**src/rtl/cache_controller.sv**
```systemverilog
`default_nettype none
// ============================================================================
// Module   : cache_controller
// Brief    : Request sequencing FSM for the cache datapath: hit/miss
//            resolution, dirty-victim writeback and word-serial line refill.
// Revision : 1.0
// ============================================================================
module cache_controller #(
  parameter int READ_ONLY        = 0,
  parameter int COUNT_REPLAY_HIT = 0
) (
  input  logic clk,
  input  logic reset,
  input  logic req_valid,
  input  logic req_is_store,
  output logic req_fulfilled,
  output logic hmem_req_valid,
  output logic hmem_req_is_store,
  input  logic hmem_req_fulfilled,
  input  logic valid_block_match,
  input  logic valid_dirty_bit,
  input  logic counter_done,
  output logic miss_recovery_mode,
  output logic process_lru_counters,
  output logic clear_selected_valid_bit,
  output logic finish_new_line_install,
  output logic clear_selected_dirty_bit,
  output logic set_selected_dirty_bit,
  output logic set_hmem_block_address,
  output logic use_victim_tag_for_hmem_block_address,
  output logic perform_write,
  output logic reset_counter,
  output logic decrement_counter,
  output logic count_hit,
  output logic count_miss,
  output logic count_read,
  output logic count_write,
  output logic count_writeback
);

  localparam logic c_writable   = (READ_ONLY == 0);
  localparam logic c_replay_hit = (COUNT_REPLAY_HIT != 0);

  typedef enum logic [1:0] {
    ST_IDLE      = 2'd0,
    ST_COMPARE   = 2'd1,
    ST_WRITEBACK = 2'd2,
    ST_ALLOCATE  = 2'd3
  } state_t;

  state_t r_state, w_next_state;
  logic   r_replay, w_next_replay;

  always_ff @(posedge clk or negedge reset) begin
    if (!reset) begin
      r_state  <= ST_IDLE;
      r_replay <= 1'b0;
    end else begin
      r_state  <= w_next_state;
      r_replay <= w_next_replay;
    end
  end

  always_comb begin
    w_next_state                          = r_state;
    w_next_replay                         = r_replay;
    req_fulfilled                         = 1'b0;
    hmem_req_valid                        = 1'b0;
    hmem_req_is_store                     = 1'b0;
    miss_recovery_mode                    = 1'b0;
    process_lru_counters                  = 1'b0;
    clear_selected_valid_bit              = 1'b0;
    finish_new_line_install               = 1'b0;
    clear_selected_dirty_bit              = 1'b0;
    set_selected_dirty_bit                = 1'b0;
    set_hmem_block_address                = 1'b0;
    use_victim_tag_for_hmem_block_address = 1'b0;
    perform_write                         = 1'b0;
    reset_counter                         = 1'b0;
    decrement_counter                     = 1'b0;
    count_hit                             = 1'b0;
    count_miss                            = 1'b0;
    count_read                            = 1'b0;
    count_write                           = 1'b0;
    count_writeback                       = 1'b0;

    case (r_state)
      ST_IDLE: begin
        if (req_valid) w_next_state = ST_COMPARE;
      end

      ST_COMPARE: begin
        if (!r_replay) begin
          count_read  = !req_is_store;
          count_write = req_is_store;
        end
        if (valid_block_match) begin
          req_fulfilled        = 1'b1;
          process_lru_counters = 1'b1;
          count_hit            = !r_replay || c_replay_hit;
          if (req_is_store && c_writable) begin
            perform_write          = 1'b1;
            set_selected_dirty_bit = 1'b1;
          end
          w_next_state  = ST_IDLE;
          w_next_replay = 1'b0;
        end else begin
          // A miss on replay is a protocol violation; rerun the miss path cleanly.
          count_miss             = 1'b1;
          set_hmem_block_address = 1'b1;
          reset_counter          = 1'b1;
          w_next_replay          = 1'b0;
          if (valid_dirty_bit && c_writable) begin
            use_victim_tag_for_hmem_block_address = 1'b1;
            count_writeback                       = 1'b1;
            w_next_state                          = ST_WRITEBACK;
          end else begin
            clear_selected_valid_bit = 1'b1;
            w_next_state             = ST_ALLOCATE;
          end
        end
      end

      ST_WRITEBACK: begin
        miss_recovery_mode = 1'b1;
        hmem_req_valid     = 1'b1;
        hmem_req_is_store  = 1'b1;
        if (hmem_req_fulfilled) begin
          if (!counter_done) begin
            decrement_counter = 1'b1;
          end else begin
            clear_selected_dirty_bit = 1'b1;
            clear_selected_valid_bit = 1'b1;
            set_hmem_block_address   = 1'b1;
            reset_counter            = 1'b1;
            w_next_state             = ST_ALLOCATE;
          end
        end
      end

      ST_ALLOCATE: begin
        miss_recovery_mode = 1'b1;
        hmem_req_valid     = 1'b1;
        if (hmem_req_fulfilled) begin
          perform_write = 1'b1;
          if (!counter_done) begin
            decrement_counter = 1'b1;
          end else begin
            finish_new_line_install = 1'b1;
            w_next_replay           = 1'b1;
            w_next_state            = ST_COMPARE;
          end
        end
      end

      default: w_next_state = ST_IDLE;
    endcase
  end

endmodule
`default_nettype wire

```
**config.mk**
```make
export PLATFORM = sky130hd
export DESIGN_NAME = cache_controller
export DESIGN_NICKNAME = d
export VERILOG_FILES = /design/src/rtl/cache_controller.sv
export SDC_FILE = /design/constraint.sdc
export NUM_CORES = 1
export LEC_CHECK = 0
export BUFFER_PORTS_ARGS = -buffer_cell sky130_fd_sc_hd__buf_2
export CELL_PAD_IN_SITES_DETAIL_PLACEMENT = 0
export CELL_PAD_IN_SITES_GLOBAL_PLACEMENT = 1
export CORE_MARGIN = 4
export CORE_UTILIZATION = 27
export DETAILED_ROUTE_END_ITERATION = 10
export PLACE_DENSITY = 0.77
export REMOVE_ABC_BUFFERS = 1
export SLEW_MARGIN = 10
export SYNTH_ARGS = -nofsm -noshare
export SYNTH_HDL_FRONTEND = slang
export SYNTH_SLANG_ARGS = --single-unit
```
**constraint.sdc**
```tcl
create_clock -name clk -period 5.1 [get_ports clk]
set_clock_uncertainty 0.15 [all_clocks]
set_input_delay 0 -clock clk [delete_from_list [all_inputs] [get_ports clk]]
set_output_delay 0 -clock clk [all_outputs]
set_load 0.01 [all_outputs]
```
==> flow_summary.toml <==
[run_status]
outcome = "completed"

[finish]
drive_above_1_share = 0.456
final_cells = 82
final_nets = 82
areaGrowthSynthToFinish_pct = 46.0
multi_input_area_um2 = 236
fin_util = 0.444
regArea_um2 = 75.1
antenna_cells = 0
fill_cells = 128

[place]
port_buffers = 26
dp_hpwl_um = 761
gp_congestion = 0.706
dp.cells = 76

[timing]
finalSetupTns_ns = 0
tightest_slew_ns = 0.218
final-setup-viol-count = 0
slew_viol_final = 0
max-slew-margin-rel = 0.854
rsz0062_at_grt = "no"
max_freq_mhz = 582
finalCritPeriodShare = 0.337
hold_viol = 0
min_period_ns = 1.72

[clocking]
cts_made_buffers = 3
clkSinkCount = 3
cts-root-buf = "clkbuf_4"
clkTransAtPathRegs_ns = 0.04
cts_tree = "yes"
postCtsSetupBuffers = 0
cts_buffer_depth = 2
htree_levels = 1
clk_latency_ns = 0.23

[yosys]
netlist_instances = 40
avgSynthCellArea_um2 = 8.91
yosysUniqueCellTypes = 20
yosys_warnings = 0
synth_area_um2 = 357
ys_seq_area_frac = 0.211
synthTopCellsByArea = "dfrtp_1, ha_1, buf_4"
synth.top_cell.area_share = 0.211
ys_ff_latch = 3
synth_top_area_cell = "dfrtp_1"

[floorplan]
initial_core_util = 0.304
coreArea_um2 = 1170
die_x_um = 44.3
num_rows = 12
die_y_um = 44.3
die_area_um2 = 1970
ios = 27

[detailed_routing]
top_layer = "met3"
wirelength_um = 850
m1WireLength_um = 353
drt_first_iter_violations = 1
wl_per_cell_um = 10.4
viasPerCell = 4.35
num_vias = 357
drtAntennaViolNets = 0
drc_errors = 0
dr.pass1.iters = 2
route.met2.wl_um = 444
wl_met3_um = 53

[hold_path]
hp-class = "in2reg"

[power_and_ir_drop]
ir_drop_mv = 0.221
power_leakage_uw = 0.000330
power_density_nw_per_um2 = 470

[worst_setup_path]
crit_type = "reg2reg"
required_ns = 5.05
setup.worst_path.start_class = "flop"
cp_max_fo = 4
end_kind = "flop"
critical_path_arrival_ns = 1.67

[grt]
antenna_found_initial = 0
grt_pass1_wl_um = 1320
grt_util_all_layers = 0.0881
grt_pass1_vias = 335
overflow = 0
grt_max_degree = 7

[run]
maxCapViolCount = 0
==> cell usage in the layout, fill, tap and decap left out, types with 2 or more instances in the layout <==
master and instances:
and2_1 2, and3_1 2, and3b_1 2, buf_2 26, clkbuf_4 3, dfrtp_1 3
dlygate4sd3_1 2, ha_1 5, inv_1 4, nor2_1 2, nor2b_1 3, o21a_1 2
o21ai_0 2
==> cells by family (layout without fill, tap and decap cells) <==
family / after synthesis / in the layout / share of synthesized area
AO/OA/AOI/OAI: 7 / 7 / 0.161
multiplexers: 2 / 2 / 0.0596
flip-flops: 3 / 3 / 0.211
buffers and inverters: 8 / 36 / 0.126
AND/OR/NAND/NOR: 15 / 15 / 0.267
adder cells (fa/ha/maj): 5 / 5 / 0.175
==> worst max-delay path: stages, from the launching register on <==
cell and delay [ns]:
dfrtp_1 0.38, inv_1 0.09, ha_1 0.19, or2_4 0.27, a21oi_4 0.16, mux2_1 0.34
==> Yosys cell counts, drive strengths merged <==
cell,n
ha,5
buf,4
inv,4
dfrtp,3
nor2b,3
and2,2
and3,2
and3b,2
nor2,2
o21a,2
o21ai,2
a21o,1
a21oi,1
a2bb2oi,1
mux2,1
mux2i,1
nand2,1
nand2b,1
nor3b,1
or2,1
==> report_power, final <==
part           total (uW)  switching, uW  leakage (uW)  internal [uW]
clock                40.1           10.9     0.0000150           29.2
sequential           40.0           7.89     0.0000385           32.1
combinational         165           86.8      0.000277           77.8
==> final timing paths <==
kind,start,depth (start not counted),slack [ns],endpoint
worst min register to register,r_state[0],1,0.42,r_state[0]
min in group asynchronous,reset,3,0.49,r_state[1]
worst max-delay path,r_state[0],5,3.38,r_state[0]
worst min-delay path,req_valid,4,0.02,r_state[1]
max in group asynchronous,reset,3,4.17,r_replay
worst max register to register,r_state[0],5,3.38,r_state[0]
==> cell type report <==
class	count	share of cell area
Sequential cell	3	0.144
Multi-Input combinational cell	29	0.454
Tap cell	14	0.0337
Clock buffer	4	0.0505
Inverter	4	0.0288
Timing Repair Buffer	28	0.288
==> registers in the layout, indices dropped and copies added (netlist names) <==
| name | count |
|---|---|
| r_replay | 1 |
| r_state | 2 |
==> through the flow <==
stage / hold slack, ns / power [uW] / area, um2 / worst slack [ns]
global placement: -0.353 / 206 / 474 / 3.42
detailed placement: -0.353 / 208 / 474 / 3.37
global route: 0.0267 / 270 / 520 / 3.29
CTS: 0.0174 / 252 / 520 / 3.37
finish: 0.0161 / 245 / 520 / 3.38
floorplan: -0.446 / 148 / 327 / 3.43
==> metal layers <==
| layer | global-route usage | vias up |
|---|---|---|
| met2 | 0.148 | 11 |
| met3 | 0.00813 | 0 |
| met5 | 0 | - |
| met1 | 0.107 | 161 |
| met4 | 0.0542 | 0 |
| li1 | - | 185 |
==> repair_timing <==
item,4_1_cts,5_1_grt
hold endpoints to repair,3,0
endpoints found under the setup margin,0,0
resized for setup,0,0
hold buffers,2,0
No activity file was read; power rests on OpenSTA's default activity.
